## src/rtl/fetch_module.sv

```systemverilog
// fetch_module: MIPS instruction-fetch stage; owns the PC and reads one word at a time from instruction memory.
// Latency: outputs register on the edge that accepts a memory response, so 1 instr/cycle with zero-wait memory.
// Backpressure: stall_in freezes the outputs; a response landing during stall parks in a 1-entry skid buffer.
module fetch_module #(
  parameter logic [31:0] RESET_PC = 32'h0000_0000,
  parameter logic [31:0] NOP      = 32'h0000_0000
) (
  input  logic        clk,
  input  logic        reset,
  input  logic        stall_in,
  input  logic        redirect_in,
  input  logic [31:0] redirect_addr_in,
  output logic        imem_req_out,
  output logic [31:0] imem_addr_out,
  input  logic        imem_valid_in,
  input  logic [31:0] imem_data_in,
  output logic [31:0] instr_out,
  output logic [31:0] pc_seq_out,
  output logic [31:0] pc_seq_2_out,
  output logic        instr_valid_out
);

  // ISSUE: fresh request; WAIT: request outstanding; HOLD: skid buffer full,
  // no request; DROP: stale request outstanding after a redirect.
  typedef enum logic [1:0] {
    ST_ISSUE = 2'd0,
    ST_WAIT  = 2'd1,
    ST_HOLD  = 2'd2,
    ST_DROP  = 2'd3
  } state_t;

  // What the decode-facing registers load this cycle.
  typedef enum logic [1:0] {
    OUT_KEEP   = 2'd0,
    OUT_BUBBLE = 2'd1,
    OUT_MEM    = 2'd2,
    OUT_SKID   = 2'd3
  } out_sel_t;

  state_t      state, state_nxt;
  out_sel_t    out_sel;
  logic [31:0] pc, pc_nxt, pc_plus4;
  logic [31:0] redir_tgt, drop_tgt;
  logic        drop_tgt_ld;
  logic [31:0] skid_instr, skid_pc_seq;
  logic        skid_ld;
  logic        post_reset;
  logic        resp;

  // pc+4 wraps silently at the top of the address space.
  assign pc_plus4  = pc + 32'd4;
  assign redir_tgt = {redirect_addr_in[31:2], 2'b00};
  assign imem_addr_out = pc;

  // A response only completes our request when we are asking, and never in
  // the first cycle after reset (it may belong to an abandoned transaction).
  assign resp = imem_valid_in && imem_req_out && !post_reset;

  // State register.
  always_ff @(posedge clk) begin
    if (reset) begin
      state <= ST_ISSUE;
    end else begin
      state <= state_nxt;
    end
  end

  // Next-state and datapath control; redirect outranks stall and any same-cycle response.
  always_comb begin
    state_nxt   = state;
    pc_nxt      = pc;
    out_sel     = OUT_KEEP;
    skid_ld     = 1'b0;
    drop_tgt_ld = 1'b0;
    if (redirect_in) begin
      out_sel = OUT_BUBBLE;
      if (imem_req_out && !resp) begin
        // Request still in flight: let it drain, then jump.
        state_nxt   = ST_DROP;
        drop_tgt_ld = 1'b1;
      end else begin
        state_nxt = ST_ISSUE;
        pc_nxt    = redir_tgt;
      end
    end else begin
      case (state)
        ST_ISSUE, ST_WAIT: begin
          if (resp) begin
            pc_nxt = pc_plus4;
            if (stall_in) begin
              skid_ld   = 1'b1;
              state_nxt = ST_HOLD;
            end else begin
              out_sel   = OUT_MEM;
              state_nxt = ST_ISSUE;
            end
          end else begin
            state_nxt = ST_WAIT;
            if (!stall_in) out_sel = OUT_BUBBLE;
          end
        end
        ST_HOLD: begin
          if (!stall_in) begin
            out_sel   = OUT_SKID;
            state_nxt = ST_ISSUE;
          end
        end
        ST_DROP: begin
          if (!stall_in) out_sel = OUT_BUBBLE;
          if (resp) begin
            pc_nxt    = drop_tgt;
            state_nxt = ST_ISSUE;
          end
        end
        default: state_nxt = ST_ISSUE;
      endcase
    end
  end

  // Memory request is idle only while the skid buffer is occupied.
  always_comb begin
    imem_req_out = (state != ST_HOLD);
  end

  // PC, skid buffer, pending redirect target and post-reset guard.
  always_ff @(posedge clk) begin
    if (reset) begin
      pc          <= {RESET_PC[31:2], 2'b00};
      skid_instr  <= NOP;
      skid_pc_seq <= 32'd0;
      drop_tgt    <= 32'd0;
      post_reset  <= 1'b1;
    end else begin
      pc         <= pc_nxt;
      post_reset <= 1'b0;
      if (skid_ld) begin
        skid_instr  <= imem_data_in;
        skid_pc_seq <= pc_plus4;
      end
      if (drop_tgt_ld) drop_tgt <= redir_tgt;
    end
  end

  // Decode-facing output registers.
  always_ff @(posedge clk) begin
    if (reset) begin
      instr_out       <= NOP;
      pc_seq_out      <= 32'd0;
      pc_seq_2_out    <= 32'd0;
      instr_valid_out <= 1'b0;
    end else begin
      case (out_sel)
        OUT_MEM: begin
          instr_out       <= imem_data_in;
          pc_seq_out      <= pc_plus4;
          pc_seq_2_out    <= pc_plus4;
          instr_valid_out <= 1'b1;
        end
        OUT_SKID: begin
          instr_out       <= skid_instr;
          pc_seq_out      <= skid_pc_seq;
          pc_seq_2_out    <= skid_pc_seq;
          instr_valid_out <= 1'b1;
        end
        OUT_BUBBLE: begin
          instr_out       <= NOP;
          instr_valid_out <= 1'b0;
        end
        default: ;
      endcase
    end
  end

endmodule

```

## config.mk

```make
export PLATFORM = sky130hd
export DESIGN_NAME = fetch_module
export DESIGN_NICKNAME = d
export VERILOG_FILES = /design/src/rtl/fetch_module.sv
export SDC_FILE = /design/constraint.sdc
export NUM_CORES = 1
export LEC_CHECK = 0
export CORE_ASPECT_RATIO = 1.5
export CORE_MARGIN = 2
export CORE_UTILIZATION = 49
export CTS_CLUSTER_SIZE = 14
export DETAILED_ROUTE_END_ITERATION = 10
export PLACE_DENSITY = 0.78
export SLEW_MARGIN = 30
export SYNTH_ARGS = -nofsm -noshare
export SYNTH_HDL_FRONTEND = slang
export SYNTH_SLANG_ARGS = --single-unit
```

## constraint.sdc

```tcl
create_clock -name clk -period 2.3 [get_ports clk]
set_input_delay 0.46 -clock clk [delete_from_list [all_inputs] [get_ports clk]]
set_output_delay 0.46 -clock clk [all_outputs]
set_load 0.05 [all_outputs]
```

-- Word level (Yosys, flattened, before mapping)
Index checks and enable logic that the tools add are counted.
- $add $sub $neg: 1
- multiplexer cells: 28
- reductions and logical operators: 14
- eq/ne operators: 11
- operators with widths (operator ; count):
    2-to-1 mux 32 bit ; 4
    case mux 32 bit (2 select lines) ; 2
    case mux 32 bit (3 select lines) ; 1
    adder 32 x 3 -> 32 bit, second input constant ; 1
    2-to-1 mux 2 bit ; 10
    case mux 2 bit (3 select lines) ; 2
    inequality test 3 bit, second input constant ; 3
    == test 2 bit, second input constant ; 4
    2-to-1 mux 1 bit ; 8
    nonzero test 3 bit ; 2
    == test 2 x 1 -> 1 bit, second input constant ; 2
    inequality test 2 bit, second input constant ; 2
    AND reduction 4 bit ; 1
    nonzero test 2 bit ; 2
    OR reduction 2 bit ; 2
    logical AND 1 bit ; 3
    logical NOT 1 bit ; 2
    logical NOT 2 bit ; 1
    case mux 1 bit (2 select lines) ; 1
    AND reduction 2 bit ; 1
- logic and storage cells: 63
- register bits after elaboration: 194
- input bits: 69
- output and inout port bits: 130

-- Logic depth before layout (Yosys ltp)
- depth in word-level cells: 9
- mapped depth: 9
- depth with buffers taken out: 6

-- Worst setup path after synthesis
No wires, ideal clock.
- kind: reg2reg
- start point: register pc[2] (netlist: imem_addr_out[2])
- end point: register pc_seq_2_out[16]
- data required time: 2214 ps
- period minus slack after synthesis: 2349 ps
- arrival time: 2263 ps
- setup slack: -49 ps
- path buffers: 0
- library setup time: 86 ps
- cell stages (with the launch flop): 7
- cell sequence: dfxtp_1 -> ha_1 -> nand4_1 -> or4_4 -> xnor2_1 -> o21ai_1 -> a221oi_2
- cells in the longest elaborated chain, start to end: 2
- ends and longest elaborated chain (element ; line ; RTL):
    start: declaration ; 42 ; logic [31:0] pc, pc_nxt, pc_plus4;
    start signal: assignment ; 128 ; pc <= {RESET_PC[31:2], 2'b00};
    start signal: assignment ; 134 ; pc <= pc_nxt;
    adder 32 x 3 -> 32 bit ; 51 ; assign pc_plus4 = pc + 32'd4;
    case mux 32 bit (2 select lines) ; 152 ; case (out_sel)
    end signal: assignment ; 156 ; pc_seq_2_out <= pc_plus4;
    end signal: assignment ; 162 ; pc_seq_2_out <= skid_pc_seq;
    end: declaration ; 19 ; output logic [31:0] pc_seq_2_out,
No other way between the ends.
A chain may end at the register's enable or synchronous reset.

-- Worst setup path in the final report
- start point: register pc[13] (netlist: imem_addr_out[13])
- end point: output imem_addr_out[13]
- RTL lines (element ; line ; RTL):
    end: declaration ; 14 ; output logic [31:0] imem_addr_out,
No word-level cell between the ends.

==> flow_summary.json <==
{
  "first_global_vias": 7928,
  "clockBufferDepth": 2,
  "viasPerCell": 5.85,
  "crit_start": "imem_addr_out[13]",
  "hp-class": "primary input to register",
  "placed_cells_incl_taps": 1425,
  "cp-start-kind": "register",
  "ys_seq_area_frac": 0.440,
  "core_mm2": 0.0172,
  "die_w_um": 112,
  "synth-edff-count": 0,
  "detailed_place_hpwl_mm": 17.3,
  "yosysWarningCount": 0,
  "drt-pass1-iter-count": 6,
  "dr.first_iter.drc_count": 682,
  "setup_viol": 0,
  "clock_latency_ps": 440,
  "slew_violations": 0,
  "numCtsBuffers": 17,
  "whs_ps": 236,
  "drive_gt1_frac": 0.0949,
  "antenna_found_initial": 0,
  "ys.flop_type": "dfxtp_1",
  "fmax_ghz": 0.443,
  "crit_required_ps": 1840,
  "hold_start": "reset",
  "start_util": 0.497,
  "power_mw": 7.79,
  "leakagePower_nw": 4.00,
  "io_pins": 199,
  "ys_ff_latch": 188,
  "detail-route-antenna-nets": 0,
  "run_status": "completed",
  "synthesis.area_mm2": 0.00854,
  "critPathKind": "register to output pin",
  "reg2reg_from": "imem_addr_out[3]",
  "grt_use_total": 0.259,
  "avgSynthCellArea_um2": 7.93,
  "vias": 8528,
  "cts_num_sinks": 188,
  "antenna_cells": 0,
  "worst_slew_pin_slew_ps": 618,
  "portBuffers": 190,
  "crit_path_max_incr_delay_ps": 910,
  "period_share": 0.982,
  "place_congestion": 0.905,
  "final_area_mm2": 0.0113,
  "finalHoldViolCount": 0,
  "hold_buffers": 0,
  "cpMaxStageDelayCell": "clkdlybuf4s50_1",
  "synth-async-reset-ratio": 0,
  "min_period_ps": 2260,
  "die_y_um": 166,
  "drt_drc_violations_left": 0,
  "final_cell_mix": "nand2_1, dfxtp_1, clkdlybuf4s50_1",
  "cp_cell_sequence": "clkdlybuf4s50_1",
  "critPathTopFamily": "buffers and inverters",
  "netlist_instances": 1077,
  "overflow": 0,
  "root_buffer": "clkbuf_16",
  "avgRoutedWirePerCell_um": 16.9,
  "rsz0062_at_grt": "false",
  "postPlaceCellArea_mm2": 0.0107,
  "power_density_mw_per_mm2": 690,
  "critPathBufInv": 1,
  "drv_cap": 0,
  "endpoint_kind": "output pin",
  "clk_pin_slew_ps": 70,
  "cts_max_level": 4,
  "ir_drop_uv": 551,
  "grt_pass1_wl_mm": 39.6,
  "synth_cell_types": 61,
  "skew_ps": 11.9,
  "relSlewSlack": 0.584,
  "grt_max_degree": 56,
  "cp_max_fo": 5,
  "layout_commonest_cell": "nand2_1",
  "wirelength_mm": 24.7,
  "cts_tree": "yes",
  "num_rows": 59,
  "instances_no_fill": 1457,
  "fin_tns_setup_ps": 0,
  "area_growth_syn_to_layout_pct": 32.2,
  "arrival_ps": 1800,
  "dieArea_mm2": 0.0185,
  "fin_nets": 1301
}
==> report_power, final <==
part | internal, mW | total (mW) | switching, mW
combinational | 0.508 | 1.38 | 0.874
clock | 1.54 | 2.91 | 1.37
sequential | 3.39 | 3.50 | 0.107
total | 5.44 | 7.79 | 2.36
==> cell type report <==
type                       instances  area, µm²
clock inverter                    15        155
clock buffer                      17        425
timing repair buffer             256       2490
fill                            1483       5900
inverter                          14       52.6
multi-input combinational        754       4140
tap                              213        267
sequential                       188       3770
==> final timing paths <==
| path | endpoint | slack [ps] | cells past startpoint |
|---|---|---|---|
| max | imem_addr_out[13] | 40 | 1 |
| min | drop_tgt[11] | 240 | 2 |
| max reg2reg | imem_addr_out[22] | 70 | 8 |
| min reg2reg | drop_tgt[14] | 450 | 2 |
==> stage by stage <==
step                      setup WS [ps]  utilization
after global routing              0.801        0.657
final                              40.6        0.657
after detailed placement          -16.2        0.623
after global placement             25.5        0.623
after CTS                          18.6        0.656
after floorplan                    75.6            -
==> registers in the layout (all words and copies together), names as in the netlist <==
signal	count
drop_tgt	30
instr_valid_out	1
imem_addr_out	30
skid_instr	32
post_reset	1
state	2
skid_pc_seq	30
instr_out	32
pc_seq_2_out	30
==> kinds of logic (layout without fill, tap and decap cells) <==
kind of cell / count (synthesis) / after routing / synth area share
multiplexers: 1 / 1 / 0.00117
AO/OA/AOI/OAI: 341 / 341 / 0.258
XOR/XNOR: 25 / 25 / 0.0256
AND/OR/NAND/NOR: 380 / 380 / 0.194
other: 1 / 6 / 0.000439
buffers and inverters: 140 / 302 / 0.0797
adder cells (fa/ha/maj): 1 / 1 / 0.00146
flip-flops: 188 / 188 / 0.440
==> repair_timing <==
action,CTS,global route
gates cloned,0,0
setup endpoints to repair,1,3
gates resized for setup,1,3
buffers inserted,0,0
==> synth_stat cells, drive strengths merged, types with 3 or more instances <==
master	instances	area, µm²
a32o	3	30.0
o21a	3	22.5
a211oi	33	253
a221oi	33	295
clkbuf	71	267
a21o	5	37.5
nand3	19	95.1
nor4	3	33.8
o211ai	11	82.6
and3	14	87.6
nor3	16	80.1
buf	55	362
or3	4	25.0
nor2b	3	18.8
and4	5	43.8
a211o	7	61.3
a31oi	9	56.3
o221ai	5	43.8
dfxtp	188	3760
a32oi	3	26.3
xor2	15	131
a2111oi	3	26.3
o22ai	20	125
o21ai	67	335
o32ai	4	35.0
nand2	193	724
inv	14	52.6
nor2	100	375
nor3b	3	22.5
a22oi	15	113
nand4	11	75.1
xnor2	10	87.6
a41oi	4	35.0
a21oi	106	534
==> per-layer routing <==
metal,routed length (µm),GRT usage,vias to the layer above
li1,-,-,4110
met1,9970,0.315,3998
met5,0,0,-
met2,12000,0.436,361
met3,1790,0.0569,59
met4,919,0.119,0
(Power assumes the default switching activity.)
